`src/rtl/heart_rate_calc.sv`:
```
// Heart-rate calculator: measures peak-to-peak intervals in ms, averages the last four
// plausible intervals and serially converts 60000/avg into binary and BCD beats per minute.
module heart_rate_calc #(
  parameter int TICK_DIV = 40000,
  parameter int MIN_MS   = 300,
  parameter int MAX_MS   = 2000
) (
  input  logic       clk,
  input  logic       reset,
  input  logic       peak,
  output logic [7:0] bpm,
  output logic [3:0] bpm_hund,
  output logic [3:0] bpm_tens,
  output logic [3:0] bpm_ones,
  output logic       bpm_valid,
  output logic       update,
  output logic       no_pulse
);

  localparam int              PW        = (TICK_DIV > 1) ? $clog2(TICK_DIV) : 1;
  localparam logic [PW-1:0]   PRESC_MAX = PW'(TICK_DIV - 1);
  localparam logic [11:0]     MIN_C     = 12'(MIN_MS);
  localparam logic [11:0]     MAX_C     = 12'(MAX_MS);
  localparam logic [11:0]     TMO_C     = 12'(MAX_MS + 1);
  localparam logic [15:0]     DIVIDEND  = 16'd60000;

  typedef enum logic [1:0] {IDLE, DIVIDE, CONVERT, PUBLISH} state_t;

  function automatic logic [11:0] ms_inc(input logic [11:0] v);
    return (v == 12'hfff) ? v : v + 12'd1;
  endfunction

  function automatic logic [3:0] dabble_adj(input logic [3:0] n);
    return (n >= 4'd5) ? n + 4'd3 : n;
  endfunction

  logic [PW-1:0]    presc_q, presc_d;
  logic [11:0]      ms_cnt_q, ms_cnt_d;
  logic             armed_q, armed_d;
  logic [3:0][11:0] hist_q, hist_d;
  logic [13:0]      sum_q, sum_d;
  logic [2:0]       hist_cnt_q, hist_cnt_d;
  logic             req_q, req_d;
  logic             tick, timeout, rearm, accept;

  state_t           state_q, state_d;
  logic             pending_q, pending_d;
  logic [3:0]       step_q, step_d;
  logic [13:0]      avg_q, avg_d;
  logic [13:0]      rem_q, rem_d;
  logic [15:0]      dq_q, dq_d;
  logic [11:0]      bcd_q, bcd_d;
  logic [14:0]      trial;
  logic [11:0]      bcd_adj;
  logic [7:0]       bpm_q, bpm_d;
  logic [11:0]      dig_q, dig_d;
  logic             valid_q, valid_d;
  logic             update_q, update_d;

  assign tick    = (presc_q == PRESC_MAX);
  assign timeout = armed_q && (ms_cnt_q == TMO_C);
  // A peak landing on the timeout cycle restarts measurement instead of being measured.
  assign rearm   = peak && (!armed_q || timeout);
  assign accept  = peak && armed_q && !timeout && (ms_cnt_q >= MIN_C) && (ms_cnt_q <= MAX_C);

  always_comb begin
    presc_d    = (rearm || accept || tick) ? '0 : presc_q + 1'b1;
    ms_cnt_d   = (rearm || accept) ? '0 : (tick ? ms_inc(ms_cnt_q) : ms_cnt_q);
    armed_d    = rearm ? 1'b1 : (timeout ? 1'b0 : armed_q);
    hist_d     = hist_q;
    sum_d      = sum_q;
    hist_cnt_d = hist_cnt_q;
    req_d      = 1'b0;
    if (timeout) begin
      hist_d     = '0;
      sum_d      = '0;
      hist_cnt_d = '0;
    end else if (accept) begin
      // Slots not yet filled hold zero, so subtracting the oldest is always correct.
      hist_d     = {hist_q[2:0], ms_cnt_q};
      sum_d      = sum_q + {2'b00, ms_cnt_q} - {2'b00, hist_q[3]};
      hist_cnt_d = (hist_cnt_q == 3'd4) ? 3'd4 : hist_cnt_q + 3'd1;
      req_d      = (hist_cnt_d == 3'd4);
    end
  end

  always_comb begin
    state_d   = state_q;
    pending_d = pending_q;
    step_d    = step_q;
    avg_d     = avg_q;
    rem_d     = rem_q;
    dq_d      = dq_q;
    bcd_d     = bcd_q;
    bpm_d     = bpm_q;
    dig_d     = dig_q;
    valid_d   = valid_q;
    update_d  = 1'b0;
    trial     = {rem_q, dq_q[15]};
    bcd_adj   = {dabble_adj(bcd_q[11:8]), dabble_adj(bcd_q[7:4]), dabble_adj(bcd_q[3:0])};
    if (req_q && (state_q != IDLE)) pending_d = 1'b1;
    unique case (state_q)
      IDLE: begin
        if (req_q || pending_q) begin
          avg_d     = sum_q >> 2;
          rem_d     = '0;
          dq_d      = DIVIDEND;
          step_d    = '0;
          pending_d = 1'b0;
          state_d   = DIVIDE;
        end
      end
      DIVIDE: begin
        // dq shifts dividend bits out at the top and quotient bits in at the bottom.
        if (trial >= {1'b0, avg_q}) begin
          rem_d = trial[13:0] - avg_q;
          dq_d  = {dq_q[14:0], 1'b1};
        end else begin
          rem_d = trial[13:0];
          dq_d  = {dq_q[14:0], 1'b0};
        end
        step_d = step_q + 4'd1;
        if (step_q == 4'd15) begin
          bcd_d   = '0;
          state_d = CONVERT;
        end
      end
      CONVERT: begin
        // Low byte rotates so the binary quotient is intact again after 8 steps.
        bcd_d  = 12'({bcd_adj, dq_q[7]});
        dq_d   = {dq_q[15:8], dq_q[6:0], dq_q[7]};
        step_d = step_q + 4'd1;
        if (step_q == 4'd7) begin
          step_d  = '0;
          state_d = PUBLISH;
        end
      end
      PUBLISH: begin
        bpm_d    = dq_q[7:0];
        dig_d    = bcd_q;
        valid_d  = 1'b1;
        update_d = 1'b1;
        state_d  = IDLE;
      end
      default: state_d = IDLE;
    endcase
    if (timeout) begin
      state_d   = IDLE;
      pending_d = 1'b0;
      bpm_d     = '0;
      dig_d     = '0;
      valid_d   = 1'b0;
      update_d  = 1'b0;
    end
  end

  always_ff @(posedge clk or negedge reset) begin
    if (!reset) begin
      presc_q    <= '0;
      ms_cnt_q   <= '0;
      armed_q    <= 1'b0;
      hist_q     <= '0;
      sum_q      <= '0;
      hist_cnt_q <= '0;
      req_q      <= 1'b0;
      state_q    <= IDLE;
      pending_q  <= 1'b0;
      step_q     <= '0;
      bpm_q      <= '0;
      dig_q      <= '0;
      valid_q    <= 1'b0;
      update_q   <= 1'b0;
    end else begin
      presc_q    <= presc_d;
      ms_cnt_q   <= ms_cnt_d;
      armed_q    <= armed_d;
      hist_q     <= hist_d;
      sum_q      <= sum_d;
      hist_cnt_q <= hist_cnt_d;
      req_q      <= req_d;
      state_q    <= state_d;
      pending_q  <= pending_d;
      step_q     <= step_d;
      bpm_q      <= bpm_d;
      dig_q      <= dig_d;
      valid_q    <= valid_d;
      update_q   <= update_d;
    end
  end

  // Divider/converter working registers are always loaded before they are read.
  always_ff @(posedge clk) begin
    avg_q <= avg_d;
    rem_q <= rem_d;
    dq_q  <= dq_d;
    bcd_q <= bcd_d;
  end

  assign bpm       = bpm_q;
  assign bpm_hund  = dig_q[11:8];
  assign bpm_tens  = dig_q[7:4];
  assign bpm_ones  = dig_q[3:0];
  assign bpm_valid = valid_q;
  assign update    = update_q;
  assign no_pulse  = ~armed_q;

endmodule

```
`config.mk`:
```
export PLATFORM = sky130hd
export DESIGN_NAME = heart_rate_calc
export DESIGN_NICKNAME = d
export VERILOG_FILES = /design/src/rtl/heart_rate_calc.sv
export SDC_FILE = /design/constraint.sdc
export NUM_CORES = 1
export LEC_CHECK = 0
export BUFFER_PORTS_ARGS = -buffer_cell sky130_fd_sc_hd__buf_2
export CORE_MARGIN = 5
export CORE_UTILIZATION = 60
export CTS_BUF_LIST = sky130_fd_sc_hd__clkbuf_4 sky130_fd_sc_hd__clkbuf_8
export DETAILED_ROUTE_END_ITERATION = 10
export HOLD_SLACK_MARGIN = 0.1
export PLACE_DENSITY = 0.77
export SLEW_MARGIN = 15
export SYNTH_ARGS = -nofsm -noshare
export SYNTH_HDL_FRONTEND = slang
export SYNTH_SLANG_ARGS = --single-unit
```
`constraint.sdc`:
```
create_clock -name clk -period 6.3 [get_ports clk]
set_input_delay 0.315 -clock clk [delete_from_list [all_inputs] [get_ports clk]]
set_output_delay 0.315 -clock clk [all_outputs]
set_load 0.05 [all_outputs]
```
# Word level (Yosys, flattened, before mapping)
# Cells that the tools add are included.
# totals
reg_bits,178
latch_bits,0
ram_bits,0
mem_bits_ro,0
input_bits,3
out_inout_bits,23
word_cells,131
mem_count,0
# op_classes
addsub,10
n_mul,0
div_mod_pow,0
order_cmp,6
eq_ne,16
shifts,0
muxes,46
bitwise,2
n_reduce_logical,29
# ops
cell,n
two-way mux 48 bit,2
two-way mux 12 bit,6
two-way mux 14 bit,4
case mux 16 bit (3 select lines),1
two-way mux 16 bit,2
case mux 14 bit (2 select lines),1
subtractor 14 x 12 -> 14 bit,2
case mux 12 bit (2 select lines),1
adder 16 x 1 -> 16 bit (second input constant),1
== test 16 bit (second input constant),1
two-way mux 4 bit,4
two-way mux 8 bit,2
greater-or-equal comparator 15 x 12 -> 1 bit,1
adder 14 x 12 -> 14 bit,1
nonzero test 2 bit,7
two-way mux 1 bit,13
adder 12 x 1 -> 12 bit (second input constant),1
== test 12 x 11 -> 1 bit (second input constant),1
== test 12 bit (second input constant),1
greater-or-equal comparator 12 x 9 -> 1 bit (second input constant),1
greater-or-equal comparator 4 x 3 -> 1 bit (second input constant),3
<= comparator 12 x 11 -> 1 bit (second input constant),1
two-way mux 3 bit,4
case mux 4 bit (3 select lines),1
21 further kinds,47

# Depth between registers and ports, before layout
# Gate-level depths: netlist of the first run.
# depth
depth_word,9
ltp_mapped,11
depth_no_buf,11

# Worst setup path after synthesis of the first run
# Ideal clock, no wire load.
# synth_path
path_type,register to register
startpoint,register ms_cnt_q[1]
endpoint,register sum_q[10]
setup_time_ns,0.130
arrival_ns,2.527
t_required_ns,6.170
slack_ns,3.643
stages_incl_launch_ff,11
path_buffers,0
period_less_slack_ns,2.657
cell_sequence,dfrtp_1 inv_1 fa_1 inv_1 fa_1 a21o_1 a21oi_1 o21ai_0 a21boi_0 xor2_1 o21ai_1
# synth_between
elab_chain_len,7
elab_cells_between_ends,13
classes_between,2 x add/sub; 2 x order compare; 1 x eq/ne; 2 x mux; 6 x reduce/logical
# synth_rtl
item,line,source
"start, declared",38,"logic [11:0] ms_cnt_q, ms_cnt_d;"
"start signal, assigned",175,ms_cnt_q <= ms_cnt_d;
"parallel branches: the longest is 7 deep, another holds adder 14 x 12 -> 14 bit",n/a,
"end signal, assigned",178,sum_q <= sum_d;
"end, declared",41,"logic [13:0] sum_q, sum_d;"
# Several ways; the timed one is not identified. The select of a mux whose other input is x is not followed.
# A chain may end at the register's enable or synchronous reset.

# Worst setup path after layout of the first run
# Same ends and word-level chain as after synthesis.

==> qor.yml, run 1 <==
status: "finished, final reports clean"
cts-root-buf: "clkbuf_8"
setup_viol_count_final: 0
maxCapViolations: 0
core_area_um2: 15260
drtAntennaViolNets: 0
ys_seq_area_share_pct: 50.25
tritoncts: "yes"
die_x_um: 135.2
place_area_um2: 9584
syn_area_per_cell_um2: 10.00
diodes: 0
cts.sinks: 178
avgRoutedWirePerCell_um: 14.73
ys_ff_latch: 178
fin_cells: 1176
multi_input_area_um2: 4104
synth-edff-count: 54
rows: 45
drc_errors: 0
grt_pass1_vias: 6302
switchingPower_mw: 0.4456
drive_above_1_share_pct: 7.565
arrival_ps: 3410
cts_made_buffers: 17
switching_share_pct: 22.34
critPathKind: "reg -> reg"
seqCellArea_um2: 4725
fmax_ghz: 0.3243
final_common_cell: "dfrtp_1"
ys.flop_type: "dfrtp_1"
pwr-share-clk_pct: 39.8
initial_core_util_pct: 61.62
grt_use_total_pct: 19.89
gp_congestion: 0.8312
leakage_nw: 4.716
relSlewSlack_pct: 24.22
final_cell_mix: "124 x dfrtp_1, 116 x nand2_1, 87 x inv_1"
async_flop_share_pct: 69.66
hp-class: "in -> async"
cts_setup_buffers: 0
die_y_um: 135.2
fin_skew_ps: 15.75
hold_viol: 0
drt_iter0_markers: 471
syn_nets: 1000
final.min_clock_period_ps: 3084
required_ps: 6630
netlist_instances: 940
period_share_pct: 48.95
seq_power_share_pct: 59.3
syn_area_um2: 9402
clock_latency_ps: 470
drt_wl_total_um: 17320
io_buffers: 25
crit_path_start_kind: "flop"
antenna_found_initial: 0
yosysUniqueCellTypes: 62
first_pass_iters: 5
via_per_inst: 5.560
h-tree-depth: 4
peakVddDrop_v: 0.0001753
rsz0062_at_grt: "false"
finalInstanceArea_um2: 10000
die_area_um2: 18270
p_per_area_nw_per_um2: 199.5
syn_to_final_growth_pct: 6.361
grt_max_degree: 77
grt_pass1_wl_um: 29780
fin_hold_ws_ps: 392.8
cp_max_fo: 4
fillerInstances: 1182
finalSetupTns_ps: 0
clk_pin_slew_ps: 100
ios: 26
post-place-cells: 1143
finalMaxSlewViolations: 0
tightestPinTransition_ps: 1137
cts_resized: 0
yosys_warnings: 0
combPwrFrac_pct: 0.9
num_vias: 6538
nets: 1013
hpwl_um: 11760
grt-ovfl-total: 0
p_int_mw: 1.549
power.total_mw: 1.995
cts_max_path_buffers: 2
endpoint_kind: "flop"
## Yosys cell counts (11+ instances only)
library cell	instances	share of area, %
a21o_1	11	0.88
a21oi_1	40	2.1
and2_1	16	1.1
clkbuf_1	14	0.56
dfrtp_1	124	33
edfxtp_1	54	17
fa_1	13	2.8
ha_1	44	5.9
inv_1	87	3.5
mux2i_1	22	2.3
nand2_1	116	4.6
nand3_1	83	4.4
nor2_1	69	2.8
o21ai_0	50	2.7
xnor2_1	27	2.5
xor2_1	17	1.6
## stage by stage
step | worst slack, ps | util, %
after floorplan | 3643 | -
after global placement | 3319 | 62.81
after global routing | 2955 | 65.54
final | 3216 | 65.54
after detailed placement | 3231 | 62.81
after CTS | 3233 | 65.54
## layer usage
| metal | up-vias | GRT usage [%] | share of wire [%] |
|---|---|---|---|
| met4 | 0 | 5.431 | 1.4 |
| met3 | 26 | 4.012 | 3.4 |
| met5 | - | 0 | 0 |
| met2 | 124 | 31.80 | 48 |
| met1 | 3152 | 27.99 | 48 |
| li1 | 3236 | - | - |
## critical path, cell delays in order, from the launching register on
cell and delay (ps):
dfrtp_1 400, inv_1 120, fa_1 540, inv_1 60
fa_1 470, a21o_1 200, a21oi_1 340, o21ai_0 280
a21boi_0 300, xor2_1 180, o21ai_1 70
## final cells by class
type                       count  area share [%]
multi-input combinational    637           41.04
clock buffer                  18           2.415
tap                          211           2.640
sequential                   178           47.25
timing repair buffer          32           1.852
clock inverter                13           1.539
inverter                      87           3.266
## path summary, 6_finish.rpt
kind | from | to | slack [ps] | depth (start not counted)
max | ms_cnt_q[1] | sum_q[10] | 3220 | 10
min | reset | bpm[6] | 390 | 2
max reg2reg | ms_cnt_q[1] | sum_q[10] | 3220 | 10
min reg2reg | hist_q[20] | hist_q[32] | 470 | 2
max in group asynchronous | reset | sum_q[12] | 4500 | 3
min in group clk | hist_q[20] | hist_q[32] | 470 | 2
## power by group through the flow
stage               Combinational (mW)  Clock [mW]  Sequential [mW]
finish                          0.0174       0.794             1.18
global route                    0.0212       0.857             1.18
CTS                             0.0189       0.812             1.18
detailed placement              0.0179           0             1.21
global placement                0.0175           0             1.21
floorplan                     0.000179           0             1.21
## state kept, by name (all words and copies together), names as in the netlist, 2 cells and up
signal / count
sum_q: 14
step_q: 4
bpm: 8
hist_cnt_q: 3
rem_q: 14
avg_q: 12
state_q: 2
dig_q: 12
dq_q: 16
hist_q: 48
presc_q: 16
ms_cnt_q: 12
bcd_q: 12
## logic make-up (layout without fill, tap and decap cells)
kind of cell / after synthesis / in the layout / synth area share [%]
fa+ha+maj: 57 / 57 / 8.624
buf+inv: 125 / 150 / 6.122
compound gates: 161 / 161 / 10.49
flops: 178 / 178 / 50.25
mux: 22 / 22 / 2.342
xor+xnor: 44 / 44 / 4.099
simple gates: 353 / 353 / 18.07
## repair_timing
| item | CTS | global route |
|---|---|---|
| endpoints found under the hold margin | 49 | 0 |
| hold buffers | 2 | 0 |
| endpoints found under the setup margin | 0 | 0 |
Power figures use the tool's default switching activity.
==> inputs of run 2 (changes only) <==
--- a/config.mk
+++ b/config.mk
@@ -7,11 +7,11 @@
 export LEC_CHECK = 0
 export BUFFER_PORTS_ARGS = -buffer_cell sky130_fd_sc_hd__buf_2
 export CORE_MARGIN = 5
-export CORE_UTILIZATION = 60
+export CORE_UTILIZATION = 59
 export CTS_BUF_LIST = sky130_fd_sc_hd__clkbuf_4 sky130_fd_sc_hd__clkbuf_8
 export DETAILED_ROUTE_END_ITERATION = 10
 export HOLD_SLACK_MARGIN = 0.1
-export PLACE_DENSITY = 0.77
+export PLACE_DENSITY = 0.79
 export SLEW_MARGIN = 15
 export SYNTH_ARGS = -nofsm -noshare
 export SYNTH_HDL_FRONTEND = slang
==> constraint.sdc (replaced) <==
create_clock -name clk -period 2.78 [get_ports clk]
set_input_delay 0.139 -clock clk [delete_from_list [all_inputs] [get_ports clk]]
set_output_delay 0.139 -clock clk [all_outputs]
set_load 0.05 [all_outputs]
==> qor.yml, run 2 (synthesized netlist as in run 1, its figures left out) <==
h-tree-depth: 4
avgRoutedWirePerCell_um: 14.81
relSlewSlack_pct: 54.83
peakVddDrop_v: 0.0004187
max_flop_register: "hist_q"
leakage_nw: 4.882
p_per_area_nw_per_um2: 442.1
rows: 46
tightestPinTransition_ps: 677.6
largest_reg_flops: 48
cts_max_path_buffers: 2
path_buf_inv: 2
cp-startpoint: "ms_cnt_q[6]"
final.min_clock_period_ps: 2641
num_vias: 6706
crit_path_start_kind: "flop"
cpPeakStageDelay_ps: 540
finalMaxSlewViolations: 0
grt-ovfl-total: 0
grt_use_total_pct: 20.60
die_y_um: 136.2
period_share_pct: 95.01
die_area_um2: 18560
fin_skew_ps: 12.82
status: "finished, final reports clean"
diodes: 0
crit_chain: "inv_1 > fa_1 > inv_1 > ha_1 > a21oi_1 > o21ai_0 > a221oi_2 > o21ai_0 > xnor2_1 > o21ai_1"
power.total_mw: 4.550
fillerInstances: 1285
largestRegisters: "hist_q: 48 flops, dq_q: 16 flops, presc_q: 16 flops"
cp_max_fo: 6
fin_hold_ws_ps: 229.3
initial_core_util_pct: 59.62
cts_made_buffers: 17
critPathKind: "reg -> reg"
setup_viol_count_final: 0
nets: 1039
drtAntennaViolNets: 0
grt_max_degree: 62
clock_latency_ps: 460
drc_errors: 0
r2r_start: "ms_cnt_q[6]"
final_cell_mix: "124 x dfrtp_1, 116 x nand2_1, 87 x inv_1"
antenna_found_initial: 0
final_core_util_pct: 65.26
cts_setup_buffers: 0
tritoncts: "yes"
post-place-ws_ps: 58.19
cts-root-buf: "clkbuf_8"
first_pass_iters: 5
endpoint_kind: "flop"
hp-class: "in -> async"
maxCapViolations: 0
drive_above_1_share_pct: 10.28
grt_pass1_vias: 6514
clk_pin_slew_ps: 100
ios: 26
via_per_inst: 5.551
arrival_ps: 2990
slowest_stage: "fa_1"
finalWorstSetupSlack_ps: 138.7
io_buffers: 25
drt_iter0_markers: 393
core_area_um2: 15770
hold_viol: 0
drt_wl_total_um: 17900
grt_pass1_wl_um: 30740
gp_congestion: 0.8800
required_ps: 3130
syn_to_final_growth_pct: 9.462
cp_top_family: "compound AO/OA/AOI/OAI gates"
hpwl_um: 12470
cts.sinks: 178
die_x_um: 136.2
fmax_ghz: 0.3786
final_common_cell: "dfrtp_1"
==> run 2: timing repair <==
action / in CTS / in global routing
resized for setup: 0 / 5
hold buffers: 2 / 0
setup endpoints to repair: 0 / 6
endpoints found under the hold margin: 49 / 0
==> run 2: path summary, 6_finish.rpt <==
kind / slack, ps / end / cells after the start
setup / recovery: 140 / sum_q[13] / 10
hold / removal: 230 / presc_q[11] / 2
setup reg to reg: 140 / sum_q[13] / 10
hold reg to reg: 470 / hist_q[29] / 2
max in group asynchronous: 1790 / presc_q[3] / 3
min in group clk: 440 / armed_q / 3
==> run 2: cell type report <==
class / instances / area (µm²) / share of cell area, %
clock buffer: 19 / 255.2 / 2.480
clock inverter: 13 / 151.4 / 1.471
inverter: 87 / 326.6 / 3.173
multi-input combinational: 637 / 4120 / 40.04
sequential: 178 / 4725 / 45.91
tap: 216 / 270.3 / 2.626
timing repair buffer: 58 / 442.9 / 4.304
==> run 2: per-layer routing <==
layer | global-route usage [%] | part of all wire, % | vias up | routed length, µm
met2 | 32.53 | 48 | 142 | 8558
met3 | 4.293 | 4.1 | 32 | 727
li1 | - | - | 3288 | -
met4 | 6.383 | 1.9 | 0 | 332
met5 | 0 | 0 | - | 0
met1 | 28.90 | 46 | 3244 | 8278
==> run 2: stage by stage <==
step | instances | TNS [ps] | instance area (µm²)
after floorplan | 940 | 0 | 9402
after global placement | 1174 | 0 | 9848
after detailed placement | 1174 | 0 | 9848
after CTS | 1208 | 0 | 10270
after global routing | 1208 | -24.15 | 10290
final | 1208 | 0 | 10290
==> run 2: power by group <==
part | internal (mW) | switching (mW) | leakage, nW
combinational | 0.00741 | 0.0350 | 2.63
clock | 0.854 | 0.971 | 0.206
sequential | 2.68 | 0 | 2.04
total | 3.54 | 1.01 | 4.88
==> inputs of run 3 (changes only) <==
--- a/config.mk
+++ b/config.mk
@@ -12,6 +12,7 @@
 export DETAILED_ROUTE_END_ITERATION = 10
 export HOLD_SLACK_MARGIN = 0.1
 export PLACE_DENSITY = 0.79
+export SETUP_SLACK_MARGIN = 0.2
 export SLEW_MARGIN = 15
 export SYNTH_ARGS = -nofsm -noshare
 export SYNTH_HDL_FRONTEND = slang
==> qor.yml, run 3 (synthesized netlist as in run 1, its figures left out) <==
status: "finished, final reports clean"
syn_to_final_growth_pct: 11.69
setup_viol_count_final: 0
r2r_start: "rem_q[7]"
antenna_found_initial: 0
final_common_cell: "dfrtp_1"
largest_reg_flops: 48
endpoint_kind: "flop"
drt_iter0_markers: 505
grt-ovfl-total: 0
core_area_um2: 15770
drive_above_1_share_pct: 13.37
fin_skew_ps: 12.10
arrival_ps: 2790
final_cell_mix: "123 x dfrtp_1, 116 x nand2_1, 83 x inv_1, 83 x nand3_1, 68 x nor2_1"
avgRoutedWirePerCell_um: 16.06
die_area_um2: 18560
cts-root-buf: "clkbuf_8"
grt_pass1_vias: 6520
die_x_um: 136.2
required_ps: 3050
initial_core_util_pct: 59.62
cts.sinks: 178
gp_congestion: 0.9140
grt_pass1_wl_um: 31410
multi_input_area_um2: 4257
crit_path_start_kind: "flop"
r2r_cells: 8
drt_wl_total_um: 19560
first_pass_iters: 5
drtAntennaViolNets: 0
fillerInstances: 1254
grt_use_total_pct: 21.24
nets: 1049
clock_latency_ps: 480
rsz0062_at_grt: "true"
drc_errors: 0
peakVddDrop_v: 0.0003540
seqCellArea_um2: 4726
maxCapViolations: 0
tritoncts: "yes"
diodes: 0
max_flop_register: "hist_q"
critPathKind: "reg -> reg"
clk_pin_slew_ps: 100
tightestPinTransition_ps: 676.6
post-place-ws_ps: 45.07
regToRegSetupSlack_ps: 260
die_y_um: 136.2
io_buffers: 25
num_vias: 6863
finalMaxSlewViolations: 0
largestRegisters: "hist_q: 48 flops, dq_q: 16 flops, presc_q: 16 flops"
cp_max_fo: 7
period_share_pct: 90.66
cts_made_buffers: 17
hp-class: "in -> async"
h-tree-depth: 4
fmax_ghz: 0.3968
r2r_end: "rem_q[8]"
ios: 26
rows: 46
leakage_nw: 4.935
cts_max_path_buffers: 2
via_per_inst: 5.635
finalWorstSetupSlack_ps: 259.8
hpwl_um: 12590
hold_viol: 0
final.min_clock_period_ps: 2520
relSlewSlack_pct: 54.80
p_per_area_nw_per_um2: 423.1
finalSetupTns_ps: 0
grt_max_degree: 62
==> run 3: cell count changes in the layout (fill, tap and decap cells not counted), sizes merged <==
cell / delta
buf: +7
and4: +1
clkinvlp: +4
clkbuf: +4
bufinv: -1
inv: -2
clkinv: -3
==> run 3: where the power goes <==
group / total (mW) / switching, mW / internal [mW] / leakage (nW)
clock network: 1.72 / 0.950 / 0.768 / 0.180
logic: 0.0436 / 0.0361 / 0.00744 / 2.71
registers: 2.68 / 0 / 2.68 / 2.04
total: 4.44 / 0.986 / 3.46 / 4.94
==> run 3: critical path: stages, from the launching register on <==
cell and delay, ps:
edfxtp_1 440, ha_1 410, nand2_1 100, nor2_1 270, and3_1 240, nand2b_1 290, buf_4 210, nor3_1 60
a211oi_1 290
==> run 3: cell type report <==
type | instances | share of cell area [%]
sequential | 178 | 45.01
clock buffer | 21 | 2.574
inverter | 87 | 3.110
tap | 216 | 2.574
timing repair buffer | 67 | 5.195
clock inverter | 11 | 1.001
multi-input combinational | 638 | 40.54
==> run 3: metal layers <==
| layer | part of all wire (%) | vias to the layer above | track usage [%] |
|---|---|---|---|
| met5 | 0 | - | 0 |
| met4 | 2.2 | 0 | 7.503 |
| met3 | 4.2 | 40 | 3.220 |
| met2 | 48 | 160 | 34.29 |
| met1 | 45 | 3341 | 29.51 |
| li1 | - | 3322 | - |
==> run 3: timing repair <==
item / in CTS / in global routing
gates cloned: 0 / 3
setup buffers: 1 / 7
endpoints found under the hold margin: 88 / 0
setup endpoints to repair: 36 / 74
hold buffers: 2 / 0
pin swaps: 2 / 4
gates resized for setup: 3 / 28
==> run 3: through the flow <==
stage	instances	util (%)	total power, mW	hold slack [ps]	instance area, µm²
3_3_place_gp	1173	62.42	2.781	99.37	9844
3_5_place_dp	1173	62.42	2.781	106.8	9844
4_1_cts	1208	65.04	4.472	133.1	10260
5_1_grt	1218	66.58	4.596	177.3	10500
2_1_floorplan	940	-	2.738	-156.6	9405
6_report	1218	66.58	4.443	149.9	10500
==> run 3: worst max path at each step <==
stage / from / to / cells past startpoint / slack, ps
2_1_floorplan: ms_cnt_q[1] / sum_q[10] / 10 / 230
3_3_place_gp: ms_cnt_q[1] / sum_q[13] / 10 / 130
3_5_place_dp: ms_cnt_q[1] / sum_q[13] / 10 / 50
4_1_cts: ms_cnt_q[6] / sum_q[13] / 10 / 180
5_1_grt: ms_cnt_q[4] / sum_q[9] / 10 / 160
6_report: rem_q[7] / rem_q[8] / 8 / 260
